**src/rtl/mem_stage_pkg.sv**
```systemverilog
// Shared pipeline definitions for the MEM stage: bus widths, load encodings
// and the EXE->MEM payload layout.
package mem_stage_pkg;

    localparam int EXE_MEM_W = 74;
    localparam int MEM_WB_W  = 70;
    localparam int FWD_W     = 38;

    typedef enum logic [2:0] {
        LD_W  = 3'b000,
        LD_B  = 3'b001,
        LD_H  = 3'b010,
        LD_BU = 3'b011,
        LD_HU = 3'b100
    } load_op_e;

    typedef struct packed {
        logic [31:0] pc;
        logic [2:0]  load_op;
        logic        res_from_mem;
        logic        gr_we;
        logic [4:0]  dest;
        logic [31:0] alu_result;
    } exe_mem_t;

endpackage

```
**src/rtl/mem_stage_load_align.sv**
```systemverilog
// Load lane selection and sign/zero extension; misaligned addresses simply
// pick the lane addressed by the low bits, no trap.
module load_align
    import mem_stage_pkg::*;
(
    input  logic [2:0]  load_op_i,
    input  logic [1:0]  addr_i,
    input  logic [31:0] word_i,
    output logic [31:0] data_o
);

    logic [7:0]  byte_sel;
    logic [15:0] half_sel;

    assign byte_sel = word_i[8*addr_i +: 8];
    assign half_sel = addr_i[1] ? word_i[31:16] : word_i[15:0];

    always_comb begin
        data_o = word_i;
        case (load_op_e'(load_op_i))
            LD_B:    data_o = {{24{byte_sel[7]}}, byte_sel};
            LD_H:    data_o = {{16{half_sel[15]}}, half_sel};
            LD_BU:   data_o = {24'd0, byte_sel};
            LD_HU:   data_o = {16'd0, half_sel};
            default: data_o = word_i;
        endcase
    end

endmodule

```
**src/rtl/mem_stage.sv**
```systemverilog
// MEM pipeline stage: latches EXE payload, aligns the SRAM load word and
// keeps that word alive across WB back-pressure.
module mem_stage
    import mem_stage_pkg::*;
(
    input  logic                 clk,
    input  logic                 reset,
    input  logic                 EXE_to_MEM_valid,
    input  logic [EXE_MEM_W-1:0] EXE_MEM_reg,
    output logic                 MEM_allow_in,
    input  logic [31:0]          data_sram_rdata,
    input  logic                 WB_allow_in,
    output logic                 MEM_to_WB_valid,
    output logic [MEM_WB_W-1:0]  MEM_WB_reg,
    output logic [FWD_W-1:0]     MEM_fwd_bus
);

    localparam logic MEM_READY_GO = 1'b1;

    exe_mem_t    pl_q, pl_d;
    logic        valid_q, valid_d;
    logic        entry_q, entry_d;
    logic        hold_vld_q, hold_vld_d;
    logic [31:0] rdata_hold_q, rdata_hold_d;
    logic        latch;
    logic [31:0] load_word, load_data, final_result;

    assign MEM_allow_in    = !valid_q || (MEM_READY_GO && WB_allow_in);
    assign MEM_to_WB_valid = valid_q && MEM_READY_GO;
    assign latch           = EXE_to_MEM_valid && MEM_allow_in;

    // SRAM data is only presented in the entry cycle; a stall there must
    // preserve it until WB takes the instruction.
    always_comb begin
        pl_d         = pl_q;
        valid_d      = valid_q;
        entry_d      = latch;
        hold_vld_d   = hold_vld_q;
        rdata_hold_d = rdata_hold_q;
        if (MEM_allow_in)
            valid_d = EXE_to_MEM_valid;
        if (latch) begin
            pl_d       = exe_mem_t'(EXE_MEM_reg);
            hold_vld_d = 1'b0;
        end else if (MEM_allow_in) begin
            hold_vld_d = 1'b0;
        end else if (entry_q && valid_q && !WB_allow_in) begin
            hold_vld_d   = 1'b1;
            rdata_hold_d = data_sram_rdata;
        end
    end

    always_ff @(posedge clk) begin
        if (reset) begin
            pl_q         <= '0;
            valid_q      <= 1'b0;
            entry_q      <= 1'b0;
            hold_vld_q   <= 1'b0;
            rdata_hold_q <= 32'd0;
        end else begin
            pl_q         <= pl_d;
            valid_q      <= valid_d;
            entry_q      <= entry_d;
            hold_vld_q   <= hold_vld_d;
            rdata_hold_q <= rdata_hold_d;
        end
    end

    assign load_word = hold_vld_q ? rdata_hold_q : data_sram_rdata;

    load_align u_load_align (
        .load_op_i (pl_q.load_op),
        .addr_i    (pl_q.alu_result[1:0]),
        .word_i    (load_word),
        .data_o    (load_data)
    );

    assign final_result = pl_q.res_from_mem ? load_data : pl_q.alu_result;
    assign MEM_WB_reg   = {pl_q.pc, pl_q.gr_we, pl_q.dest, final_result};
    assign MEM_fwd_bus  = {valid_q && pl_q.gr_we, pl_q.dest, final_result};

endmodule

```
**config.mk**
```make
export PLATFORM = sky130hd
export DESIGN_NAME = mem_stage
export DESIGN_NICKNAME = d
export VERILOG_FILES = /design/src/rtl/mem_stage_pkg.sv /design/src/rtl/mem_stage_load_align.sv /design/src/rtl/mem_stage.sv
export SDC_FILE = /design/constraint.sdc
export NUM_CORES = 1
export LEC_CHECK = 0
export ABC_CLOCK_PERIOD_IN_PS = 3130
export CAP_MARGIN = 20
export CORE_MARGIN = 1
export CORE_UTILIZATION = 25
export CTS_CLUSTER_SIZE = 40
export DETAILED_ROUTE_END_ITERATION = 8
export MAX_ROUTING_LAYER = met4
export PLACE_DENSITY_LB_ADDON = 0.1
export RECOVER_POWER = 50
export SLEW_MARGIN = 30
export SYNTH_ARGS = -nofsm -noshare
export SYNTH_HDL_FRONTEND = slang
export SYNTH_SLANG_ARGS = --single-unit
```
**constraint.sdc**
```tcl
create_clock -name clk -period 3.13 [get_ports clk]
set_input_delay 0.7825 -clock clk [delete_from_list [all_inputs] [get_ports clk]]
set_output_delay 0.7825 -clock clk [all_outputs]
set_load 0.02 [all_outputs]
```
---- Yosys cells after proc, flatten, opt, wreduce, memory -nomap -nowiden ----
Cells that the tools add are included.
operators by class
  equal/unequal tests ..................... 4
  shift operators ......................... 1
  muxes and demuxes ....................... 4
  bitwise gates (word level) .............. 2
  reduce and logical (&&, ||, !) cells .... 9
operator list
  cell                  number
  $pmux W32 S4          1
  $mux W32              2
  $shiftx A32 B6 Y8     1
  $mux W16              1
  $eq A3 B2 Y1 const B  2
  $logic_and A1 B1 Y1   4
  $eq A3 B1 Y1 const B  1
  $eq A3 B3 Y1 const B  1
  $reduce_and A3 Y1     1
  $reduce_or A3 Y1      1
  $logic_not A1 Y1      2
  $not A1 Y1            2
  $logic_or A1 B1 Y1    1
storage, ports and cells
  flip-flop bits (word level) ............. 109
  bits of input ports ..................... 110
  logic and storage cells ................. 30

---- Logic depth before layout (Yosys ltp) ----
  word-level depth ........................ 5
  depth in mapped cells ................... 9
  gate-level depth less buffers ........... 5

---- Hierarchy ----
A second synthesis with hierarchy kept.
unflattened totals
  cells, all modules ...................... 813
  area total of the unflattened synthesis .. 6924.1 um^2
by module, submodules not included
  module      times used  cells an instance  area each (um^2)  sequential area each (um^2)
  mem_stage   1           637                5695.5            2182.1
  load_align  1           176                1228.7            0.0

---- Worst setup path after synthesis ----
OpenSTA, ideal clock, no wires.
  kind .................................... reg-to-output
  start ................................... reg pl_q[41] in the netlist's numbering
  end ..................................... out MEM_fwd_bus[18]
  data arrival time ....................... 2.473 ns
  required time ........................... 2.348 ns
  setup slack ............................. -0.125 ns
  stages on the path, launching flop included .. 7
  cells stage by stage .................... dfxtp_1 -> buf_2 -> or3_1 -> and2_0 -> clkbuf_1 -> o311ai_0 -> buf_4
between the ends
  longest elaborated chain between the ends .. 3
ends and longest elaborated chain
  element                               line                        RTL
  from (decl)                           mem_stage.sv:20             exe_mem_t pl_q, pl_d;
  from (signal assigned)                mem_stage.sv:61             pl_q <= pl_d;
  $eq A3 B3 Y1 (tied with other cells)  mem_stage_load_align.sv:20  case (load_op_e'(load_op_i))
  $pmux W32 S4 *                        mem_stage_load_align.sv:20
  $mux W32 *                            mem_stage.sv:78             assign final_result = pl_q.res_from_mem ? load_data : pl_q.alu_result;
  to (decl)                             mem_stage.sv:15             output logic [FWD_W-1:0] MEM_fwd_bus
Mark *: on every way between the ends. The rest lies on a longest branch, timed or not.

---- Worst setup path in the final report ----
  start ................................... reg pl_q[1] in the netlist's numbering
  end ..................................... out MEM_WB_reg[16]
between the ends
  longest elaborated chain between the ends .. 3
ends and longest elaborated chain
  element                                        line                                                    RTL
  $shiftx A32 B6 Y8 or $mux W16 (tied branches)  mem_stage_load_align.sv:15, mem_stage_load_align.sv:16
  $pmux W32 S4 *                                 mem_stage_load_align.sv:20
  $mux W32 *                                     mem_stage.sv:78
  to (decl)                                      mem_stage.sv:14                                         output logic [MEM_WB_W-1:0] MEM_WB_reg,
Marks and branches as above.

==> impl_metrics.py <==
metrics = {
    "setup_path": {
        "arrival_ps": 2350,
        "critPathRequiredTime_ps": 2350,
        "cp_cell_sequence": "buf_6, mux2i_2, mux2_4, or4_4, o31a_4, o311ai_4, buf_6",
        "r2r_cells": 6,
        "r2r-start": "MEM_to_WB_valid",
        "cp_slowest_cell": "or4_4",
        "cp-end-kind": "output port",
        "slowest_delay_ps": 550,
        "worstReg2RegEnd": "pl_q[15]",
        "cpMostUsedCell": "buf_6",
        "crit_type": "reg -> out",
        "critical-path-top-delay-family": "simple AND/OR/NAND/NOR gates",
        "cp_num_buf_inv": 2,
        "r2r_slack_ps": 910,
        "critPathMaxFanout": 8,
        "start_kind": "flop",
    },
    "power": {
        "peakVddDrop_v": 0.0003164,
        "switching_share": 0.2988,
        "seq_power_share": 0.392,
        "p_leak_nw": 3.478,
        "p_comb_frac": 0.281,
        "p_per_area_nw_per_um2": 425.8,
        "p_clk_frac": 0.327,
        "switchingPower_mw": 1.133,
        "p_int_mw": 2.659,
    },
    "floorplanning": {
        "pin_count": 220,
        "die_area_um2": 24010,
        "initial_core_util": 0.2568,
        "num_rows": 55,
        "core_area_um2": 22780,
        "die_w_um": 155.0,
        "dieHeight_um": 155.0,
    },
    "logic_synthesis": {
        "synth_top_area_cell": "dfxtp_1",
        "netlist_instances": 761,
        "syn-num-nets": 871,
        "syn_area_um2": 5849,
        "yosys.area.top_type_share": 0.3730,
        "seq_area_frac_synth": 0.3730,
        "synth-seq-cells": 109,
        "synth_cell_type_count": 40,
        "netlist_top_cells_area": "dfxtp_1 (37%), nand2_1 (15%), buf_4 (9.9%), a21oi_1 (9.8%), mux4_2 (5.4%)",
        "ys_warn_count": 0,
        "avgSynthCellArea_um2": 7.686,
    },
    "min_path": {
        "min_to": "pl_q[17]",
        "hold_depth": 2,
        "min-delay-path-class": "reg -> reg",
        "hp-start": "pl_q[17]",
    },
    "drt": {
        "routed_via_density": 4.536,
        "wirelength_um": 20670,
        "postRouteAntennaNets": 0,
        "drt_iter0_drc": 226,
        "drt-pass1-iter-count": 4,
        "avgRoutedWirePerCell_um": 16.55,
        "drc": 0,
        "num_vias": 5666,
    },
    "sta": {
        "setup_viol": 2,
        "final_hold_viol_count": 0,
        "fin_crit_sh": 1.000,
        "max_freq_ghz": 0.3195,
        "timing.hold.ws_ps": 451.1,
        "slew_headroom": 0.5158,
        "slew_viol_final": 0,
        "finalSetupTns_ps": -0.4852,
        "fin_skew_ps": 8.841,
        "worst-slew-pin-transition_ps": 724.6,
        "rsz0062_at_grt": "true",
        "layout_setup_ws_ps": -0.3573,
        "period_minus_slack_ps": 3130,
    },
    "grt": {
        "grtUsageTotal": 0.1794,
        "grt_pass1_wl_um": 32000,
        "grt_pass1_vias": 5492,
        "antenna_found_initial": 4,
        "grt.overflow.total": 0,
        "grt_max_degree": 52,
    },
    "clocking": {
        "clk_latency_ps": 360,
        "clockBufferDepth": 2,
        "h-tree-depth": 3,
        "cts_inserted_buffers": 9,
        "clk_pin_slew_ps": 70,
        "cts_root_buffer": "clkbuf_16",
        "cts.sinks": 109,
        "cts_tree": "done",
    },
    "outcome": {
        "violations": "setup timing",
        "status": "complete, but fails checks",
    },
    "finish": {
        "syn_to_final_growth_pct": 52.24,
        "multi_input_area_um2": 3234,
        "final_cell_mix": "nand2_1 (235), clkdlybuf4s50_1 (114), a21oi_1 (111)",
        "final_common_cell": "nand2_1",
        "register_area_um2": 2187,
        "drive_gt1_frac": 0.2363,
        "nFillCells": 2379,
        "final_core_util": 0.3909,
        "largest_register_ffs": 38,
        "num-nets-final": 1037,
        "instances_no_fill": 1249,
    },
    "placed_design": {
        "gp_congestion": 0.7895,
        "place_inst": 1227,
        "dpl.hpwl_um": 14540,
        "pre_cts_ws_ps": -1015,
        "io_buffers": 219,
    },
    "flow_run": {
        "maxCapViolCount": 0,
    },
}
Yosys cell counts (all sizes together):
master and n:
o2bb2ai 1, nand3b 2, buf 93, nor2b 12
a31oi 7, a21oi 115, mux2i 28, o211ai 1
a211o 2, or4 1, and2 4, a211oi 8
a22oi 6, nand2 236, inv 7, nor2 16
o21ai 14, mux2 3, or3 1, o22a 2
nand2b 4, clkbuf 43, mux4 14, or2 2
dfxtp 109, a21o 2, o22ai 6, o31a 1
a32oi 1, nand3 1, nor3 1, o221ai 2
o311ai 14, nor3b 1, o31ai 1
worst min-delay path, delay by kind of cell (launching register included):
| kind | cells | cell delay [ps] |
|---|---|---|
| AO/OA/AOI/OAI | 1 | 50 |
| flip-flops | 1 | 310 |
| AND/OR/NAND/NOR | 1 | 50 |
worst max-delay path by stage:
stage	from	endpoint	slack, ps	cells past startpoint
after floorplan	pl_q[41]	MEM_fwd_bus[18]	-130	6
after global placement	data_sram_rdata[31]	MEM_fwd_bus[21]	-980	7
after detailed placement	data_sram_rdata[31]	MEM_fwd_bus[21]	-1020	7
after CTS	pl_q[1]	MEM_WB_reg[16]	-50	7
after global routing	pl_q[1]	MEM_WB_reg[29]	-60	7
final	pl_q[1]	MEM_WB_reg[16]	-0.4	7
final cells by class:
cell class	instances	share of cell area
Multi-Input combinational cell	510	0.3632
Timing Repair Buffer	290	0.3076
Sequential cell	109	0.2456
Tap cell	313	0.04398
Clock buffer	9	0.02529
Clock inverter	6	0.009976
Inverter	7	0.002951
Antenna cell	5	0.001405
kinds of logic after synthesis:
group / after synthesis / share of synthesized area
and+or+nand+nor: 281 / 0.1932
DFF: 109 / 0.3730
AOI/OAI and AO/OA: 183 / 0.1820
buffers and inverters: 143 / 0.1442
muxes: 45 / 0.1076
metal layers:
| metal | global-route usage | vias to the layer above | wire (um) |
|---|---|---|---|
| li1 | - | 2844 | - |
| met4 | 0.05846 | 0 | 461 |
| met5 | - | - | 0 |
| met1 | 0.2325 | 2631 | 9680 |
| met2 | 0.2679 | 170 | 9123 |
| met3 | 0.04986 | 21 | 1405 |
through the flow:
step | cell area [um^2] | total power, mW
2_1_floorplan | 5849 | 2.063
3_3_place_gp | 8244 | 2.531
3_5_place_dp | 8244 | 2.530
4_1_cts | 8707 | 3.823
5_1_grt | 8902 | 3.988
6_report | 8905 | 3.792
what timing repair did:
action	CTS	global route
hold buffers	0	0
setup buffers	3	1
setup endpoints to repair	64	59
pin swaps	14	14
gates resized for setup	421	57
gates cloned	1	0
power by group through the flow:
| stage | Sequential [mW] | Combinational, mW | Clock (mW) |
|---|---|---|---|
| 3_3_place_gp | 1.52 | 1.01 | 0 |
| 5_1_grt | 1.49 | 1.14 | 1.35 |
| 4_1_cts | 1.49 | 1.04 | 1.29 |
| 3_5_place_dp | 1.52 | 1.01 | 0 |
| 2_1_floorplan | 1.51 | 0.556 | 0 |
| 6_report | 1.49 | 1.07 | 1.24 |
(Power assumes the default switching activity.)
